[config.mk]
export PLATFORM = sky130hd
export DESIGN_NAME = qbus_dram_ctl
export DESIGN_NICKNAME = d
export VERILOG_FILES = /design/src/rtl/qdram_pkg.sv /design/src/rtl/qdram_refresh.sv /design/src/rtl/qbus_dram_ctl.sv
export SDC_FILE = /design/constraint.sdc
export NUM_CORES = 1
export LEC_CHECK = 0
export ABC_CLOCK_PERIOD_IN_PS = 1900
export BUFFER_PORTS_ARGS = -buffer_cell sky130_fd_sc_hd__buf_2
export CAP_MARGIN = 0
export CORE_ASPECT_RATIO = 1.5
export CORE_MARGIN = 5
export CORE_UTILIZATION = 50
export DETAILED_ROUTE_END_ITERATION = 6
export GPL_TIMING_DRIVEN = 0
export PLACE_DENSITY = 0.76
export SLEW_MARGIN = 0
export SYNTH_ARGS = -nofsm -noshare
export SYNTH_HDL_FRONTEND = slang
export SYNTH_SLANG_ARGS = --single-unit
export TNS_END_PERCENT = 1
[constraint.sdc]
create_clock -name PIN_CLK -period 1.9 [get_ports PIN_CLK]
set_input_delay 0.475 -clock PIN_CLK [delete_from_list [all_inputs] [get_ports PIN_CLK]]
set_output_delay 0.475 -clock PIN_CLK [all_outputs]
set_load 0.1 [all_outputs]
[src/rtl/qdram_pkg.sv]
// qdram_pkg: shared state encodings and scroll/mode register constants for qbus_dram_ctl.
package qdram_pkg;
  typedef enum logic [1:0] {B_IDLE, B_ADDR, B_REQ, B_RPLY} bus_st_e;
  typedef enum logic [2:0] {D_IDLE, D_RAS, D_COL, D_PRE, D_REF} dram_st_e;
  localparam logic [15:0] REG_RST  = 16'o001330;
  localparam logic [15:0] REG_MASK = 16'o001377;
endpackage

[src/rtl/qdram_refresh.sv]
// qdram_refresh: refresh interval timer with a saturating pending flag cleared by the DRAM FSM.
module qdram_refresh #(
  parameter int REF_DIV = 94
) (
  input  logic i_clk,
  input  logic i_rst_n,
  input  logic i_ack,
  output logic o_req
);
  localparam int TW = $clog2(REF_DIV + 1);
  logic [TW-1:0] r_tmr;
  logic          w_tick;
  assign w_tick = r_tmr == '0;
  always_ff @(posedge i_clk or negedge i_rst_n)
    if (!i_rst_n) begin
      r_tmr <= TW'(REF_DIV);
      o_req <= 1'b0;
    end else begin
      r_tmr <= w_tick ? TW'(REF_DIV) : r_tmr - TW'(1);
      o_req <= w_tick | (o_req & ~i_ack);
    end
endmodule

[src/rtl/qbus_dram_ctl.sv]
// qbus_dram_ctl: Q-bus slave mapping a RAM window onto multiplexed DRAM, with CBR refresh and a scroll/mode register.
// Define QDRAM_WTBT_EN to honour nWTBT byte writes; otherwise every write is a word write.
module qbus_dram_ctl
  import qdram_pkg::*;
#(
  parameter int          ADDR_W   = 7,
  parameter int unsigned MEM_TOP  = 32'o100000,
  parameter logic [15:0] REG_ADDR = 16'o177664,
  parameter int          REF_DIV  = 94,
  parameter int          CAS_CLK  = 2,
  parameter int          T_RP     = 2
) (
  input  logic              PIN_CLK,
  input  logic              PIN_nR,
  input  logic [15:0]       PIN_nAD_in,
  output logic [15:0]       PIN_nAD_out,
  output logic              PIN_AD_oe,
  input  logic              PIN_nSYNC,
  input  logic              PIN_nDIN,
  input  logic              PIN_nDOUT,
  input  logic              PIN_nWTBT,
  output logic              PIN_nRPLY,
  output logic [ADDR_W-1:0] PIN_A,
  output logic              PIN_nRAS,
  output logic [1:0]        PIN_nCAS,
  output logic              PIN_nWE,
  input  logic [15:0]       PIN_DI,
  output logic [15:0]       PIN_DO,
  output logic [7:0]        PIN_SCROLL,
  output logic              PIN_FULL
);
  logic [1:0]        r_nsync_q, r_ndin_q, r_ndout_q;
  logic [15:0]       r_addr, r_reg;
  logic              r_wr, r_isreg, r_dwr;
  logic [1:0]        r_lanes;
  logic [7:0]        r_dcnt;
  logic [ADDR_W-1:0] r_col;
  bus_st_e           r_bst;
  dram_st_e          r_dst;
  logic              w_nsync, w_ndin, w_ndout, w_ram, w_reg, w_dreq, w_last, w_done, w_launch;
  logic              w_ref_req, w_ref_ack;
  logic [ADDR_W-1:0] w_row, w_col;
  logic [1:0]        w_lanes;
  logic [15:0]       w_wmask;
  assign w_nsync    = r_nsync_q[1];
  assign w_ndin     = r_ndin_q[1];
  assign w_ndout    = r_ndout_q[1];
  assign w_ram      = 32'(r_addr) < MEM_TOP;
  assign w_reg      = r_addr[15:1] == REG_ADDR[15:1];
  assign w_row      = ADDR_W'(r_addr >> 1);
  assign w_col      = ADDR_W'(r_addr >> (ADDR_W + 1));
  assign w_dreq     = (r_bst == B_REQ) & ~r_isreg;
  assign PIN_SCROLL = r_reg[7:0];
  assign PIN_FULL   = r_reg[9];
`ifdef QDRAM_WTBT_EN
  logic r_byte;
  always_ff @(posedge PIN_CLK or negedge PIN_nR)
    if (!PIN_nR) r_byte <= 1'b0;
    else if (r_bst == B_ADDR) r_byte <= ~PIN_nWTBT & ~w_ndout;
  assign w_lanes = r_byte ? (r_addr[0] ? 2'b01 : 2'b10) : 2'b00;
  assign w_wmask = r_byte ? (r_addr[0] ? 16'o001000 : 16'o000377) : REG_MASK;
`else
  logic w_unused;
  assign w_unused = PIN_nWTBT;
  assign w_lanes  = 2'b00;
  assign w_wmask  = REG_MASK;
`endif
  qdram_refresh #(.REF_DIV(REF_DIV)) u_ref (
    .i_clk   (PIN_CLK),
    .i_rst_n (PIN_nR),
    .i_ack   (w_ref_ack),
    .o_req   (w_ref_req)
  );
  always_ff @(posedge PIN_CLK or negedge PIN_nR)
    if (!PIN_nR) begin
      r_nsync_q   <= 2'b11;
      r_ndin_q    <= 2'b11;
      r_ndout_q   <= 2'b11;
      r_addr      <= '0;
      r_reg       <= REG_RST;
      r_wr        <= 1'b0;
      r_isreg     <= 1'b0;
      r_bst       <= B_IDLE;
      PIN_DO      <= '0;
      PIN_nRPLY   <= 1'b1;
      PIN_AD_oe   <= 1'b0;
      PIN_nAD_out <= '1;
    end else begin
      r_nsync_q <= {r_nsync_q[0], PIN_nSYNC};
      r_ndin_q  <= {r_ndin_q[0], PIN_nDIN};
      r_ndout_q <= {r_ndout_q[0], PIN_nDOUT};
      if (PIN_nSYNC) r_addr <= ~PIN_nAD_in;
      case (r_bst)
        B_IDLE: if (!w_nsync) r_bst <= B_ADDR;
        B_ADDR:
          if (w_nsync) r_bst <= B_IDLE;
          else if ((w_ram | w_reg) & ~(w_ndin & w_ndout)) begin
            r_bst   <= B_REQ;
            r_wr    <= ~w_ndout;
            r_isreg <= w_reg;
            PIN_DO  <= ~PIN_nAD_in;
          end
        B_REQ:
          if (w_nsync) r_bst <= B_IDLE;
          else if (r_isreg | w_done) begin
            r_bst       <= B_RPLY;
            PIN_nRPLY   <= 1'b0;
            PIN_AD_oe   <= ~r_wr;
            PIN_nAD_out <= r_wr ? '1 : r_isreg ? ~r_reg : ~PIN_DI;
            if (r_isreg & r_wr) r_reg <= (r_reg & ~w_wmask) | (PIN_DO & w_wmask);
          end
        B_RPLY:
          if (w_nsync & w_ndin & w_ndout) begin
            r_bst       <= B_IDLE;
            PIN_nRPLY   <= 1'b1;
            PIN_AD_oe   <= 1'b0;
            PIN_nAD_out <= '1;
          end
        default: r_bst <= B_IDLE;
      endcase
    end
  // Last precharge clock launches the next cycle directly so back-to-back work skips IDLE.
  assign w_last    = r_dcnt == ((r_dst == D_COL) ? 8'(CAS_CLK - 1) : (r_dst == D_PRE) ? 8'(T_RP - 1) :
                                (r_dst == D_REF) ? 8'd2 : 8'd0);
  assign w_done    = (r_dst == D_COL) & w_last;
  assign w_ref_ack = (r_dst == D_REF) & w_last;
  assign w_launch  = (r_dst == D_IDLE) | ((r_dst == D_PRE) & w_last);
  always_ff @(posedge PIN_CLK or negedge PIN_nR)
    if (!PIN_nR) begin
      r_dst    <= D_IDLE;
      r_dcnt   <= '0;
      r_col    <= '0;
      r_dwr    <= 1'b0;
      r_lanes  <= 2'b00;
      PIN_A    <= '0;
      PIN_nRAS <= 1'b1;
      PIN_nCAS <= 2'b11;
      PIN_nWE  <= 1'b1;
    end else begin
      r_dcnt <= (w_launch | w_last) ? '0 : r_dcnt + 8'd1;
      if (w_launch) begin
        if (w_ref_req) begin
          r_dst    <= D_REF;
          PIN_nCAS <= 2'b00;
        end else if (w_dreq) begin
          r_dst    <= D_RAS;
          PIN_nRAS <= 1'b0;
          PIN_A    <= w_row;
          r_col    <= w_col;
          r_dwr    <= r_wr;
          r_lanes  <= w_lanes;
        end else r_dst <= D_IDLE;
      end else if (w_last) begin
        case (r_dst)
          D_RAS: begin
            r_dst    <= D_COL;
            PIN_A    <= r_col;
            PIN_nCAS <= r_lanes;
            PIN_nWE  <= ~r_dwr;
          end
          D_COL, D_REF: begin
            r_dst    <= D_PRE;
            PIN_nRAS <= 1'b1;
            PIN_nCAS <= 2'b11;
            PIN_nWE  <= 1'b1;
          end
          default: r_dst <= D_IDLE;
        endcase
      end else if (r_dst == D_REF) PIN_nRAS <= 1'b0;
    end
endmodule

==> summary.md <==
| Metric | Value |
|---|---|
| Finished Layout Cells | 630 |
| Area contributors post-synth | dfrtp_1, dfstp_2, mux2_2, nor2_1, o21ai_2 |
| Buffers on Ports | 90 |
| Pins Over Slew Limit | 0 |
| Area share of the largest cell type after synthesis | 36.84% |
| Highest clock rate | 493.6 MHz |
| Endpoints failing setup | 50 |
| Antenna violations before repair | 0 |
| WL per Instance | 17.21 um |
| Die W | slightly below 90 um |
| Post-Synthesis Cell Area | 4687 um^2 |
| Mux cell area share after synthesis | between 10% and 20% |
| Maximum clock insertion buffer count | 2 |
| Tmin final | 2026 ps |
| Synth Area in Compound Gates | 11.56% |
| TritonCTS buffer count | 9 |
| Vias | 3432 |
| Synth Net Count | 443 |
| FF-to-FF Start | r_addr[6] |
| Largest regs | PIN_DO: 16 flops, PIN_nAD_out: 16 flops, r_addr: 15 flops |
| Fraction of layout cells with a size suffix above 1 | between 40% and 50% |
| Clk root buf | clkbuf_16 |
| Largest family of logic cells by synthesized area | simple AND/OR/NAND/NOR gates |
| Clk_skew | 6.543 ps |
| Starting Density | 50.95% |
| Hold buffers post-CTS | 0 |
| Run status | finished, violations left |
| R2r setup slk | -130 ps |
| Io pins | 92 |
| Seq. cell area | about 2700 um^2 |
| Skew-Pair Late Insertion Delay | approximately 340 ps |
| MaxCap Viol Count | 0 |
| Crit start category | flop |
| DIE AREA | between 10000 and 15000 um^2 |
| Clock transition at path regs | about 70 ps |
| Layout net count | 553 |
| Slew headroom | 55.52% |
| Hold Vio Cnt, Final | 0 |
| Routed Antenna Nets | 0 |
| Area grow syn2layout | 25.33% |
| Final Util | 63.85% |
| Post-synthesis cell type count | between 50 and 60 |
| Least-Margin Pin Slew | 667.2 ps |
| Worst endpoint required time | roughly 2100 ps |
| Vias in the first global route | 3619 |
| Yosys Warn Count | 0 |
| H-tree depth | 3 |
| Placement Setup Slack | -298.8 ps |
| Clk sinks | 105 |
| Final period utilization | 106.6% |
| Hpwl dp | 7.525 mm |
| Worst Setup End Kind | flop |
| Residual DRC | 0 |
| Global-route wire length before repair | 17.35 mm |
| Critical path type | reg -> reg |
| Xor/xnor cell area share of the yosys netlist | between 2 and 2.5% |
| GRT Util Overall | 19.50% |
| Reg2reg end | PIN_DO[11] |
| Post-synth top area cell | dfrtp_1 |
| DP Cell Count | a little over 600 |
| Gpl congestion | approximately 0.9 |
| Top FF cell, synth | dfrtp_1 |
| Initial DRC Count | between 150 and 200 |
| Synth async-reset ratio | between 90% and 100% |
| Drt pass-1 iters | 4 |
| Crit path max fanout | 10 |
| Total Wirelength | 10.84 mm |
| Sequential cell area fraction in the yosys report | between 50% and 60% |
| Most frequent cells after synthesis | dfrtp_1, nor2_1, mux2_2 |
| Most frequent cell after synthesis | dfrtp_1 |
| Failing checks | setup timing |
| Post-synth EDFFs | 0 |
| Pin count of the biggest net entering global routing | 57 |
| Overflow left after global routing | 0 |
| Floorplan row count | 43 |
| Post-Synth Adder-Cell Area | 0.5339% |
| Final WS setup | -125.9 ps |
| Core region area | 9200 um^2 |
| CTS tree | yes |
| Die Y | about 130 um |
| Unrepaired setup endpoints after global routing | yes |
| CP arrival | 2260 ps |
| Flops & latches, synth | approximately 110 |
| Simple-gate share of the synthesized area | between 10% and 20% |
| Avg Cell Area, Syn | 11.63 um^2 |
| Vias per cell | 5.448 |
| Worst hold-check path type | in -> async |
| ANT cells | 0 |
| Fill cells | 689 |
| Area of the multi-input gates | 1973 um^2 |
| Synth Instances | 403 |
| Worst Reg2Reg Path Length in Cells | 6 |
| Final setup TNS | -3297 ps |
==> routing by layer <==
metal  up-vias  track usage [%]  share of wire [%]
li1       1622                -                  -
met1      1688            24.46                 40
met2        97            32.85                 53
met3        25            3.587                4.9
met4         0            7.975                3.0
met5         -                0                  0
==> logic make-up (layout without fill, tap and decap cells) <==
kind of cell | count (synthesis) | in the layout
simple gates | 120 | 120
flops | 105 | 105
compound gates | 75 | 75
mux | 49 | 49
buf+inv | 39 | 154
xor+xnor | 13 | 13
fa+ha+maj | 2 | 2
==> worst max-delay path by stage <==
| stage | cells after the start | from | endpoint |
|---|---|---|---|
| 2_1_floorplan | 7 | r_addr[6] | PIN_DO[6] |
| 3_3_place_gp | 1 | PIN_nR | r_reg[5] |
| 3_5_place_dp | 6 | r_dst[1] | PIN_A[2] |
| 4_1_cts | 6 | r_addr[1] | PIN_DO[11] |
| 5_1_grt | 6 | r_addr[8] | PIN_DO[11] |
| 6_report | 6 | r_addr[6] | PIN_DO[11] |
==> layout make-up <==
class	count	share of cell area, %
plain buffers	19	2.684
flip-flops and latches	105	45.58
clock inverters	5	1.086
inverters	17	1.086
well taps	112	2.386
repair buffers	102	9.627
clock buffers	11	3.962
multi-input cells	259	33.59
==> worst max-delay path, stage by stage (launching register included) <==
cell	delay [ps]
dfrtp_1	400
nand4b_1	250
o41ai_4	370
or4b_4	580
buf_8	180
nand2_1	80
o21ai_2	50
==> cell usage in the layout (no fill, tap or decap), drive strengths merged, types with 4 or more instances in the layout <==
cell type / synthesis / routed
mux2: 41 / 41
o21ai: 27 / 27
nor3: 5 / 5
nand2: 33 / 33
mux2i: 8 / 8
nor2: 46 / 46
a31oi: 20 / 20
inv: 17 / 19
a21oi: 14 / 14
xor2: 10 / 10
dfstp: 36 / 36
clkbuf: 7 / 16
nand2b: 4 / 4
and3: 4 / 4
dfrtp: 69 / 69
nand3: 7 / 7
buf: 15 / 116
==> what timing repair did <==
| item | in CTS | in global routing |
|---|---|---|
| setup endpoints to repair | 51 | 59 |
| setup buffers | 9 | 3 |
| resized for setup | 31 | 14 |
| pin swaps | 8 | 6 |
==> per-stage QoR <==
stage	hold slack, ps	area (um^2)
after floorplan	179.4	4687
after global placement	346.2	5278
after detailed placement	347.2	5308
after CTS	191.2	5822
after global routing	219.9	5874
final	169.3	5874
Power is left out: the tool's default activity adds up to more than one toggle a clock period on the data nets, which glitch-free logic cannot reach.
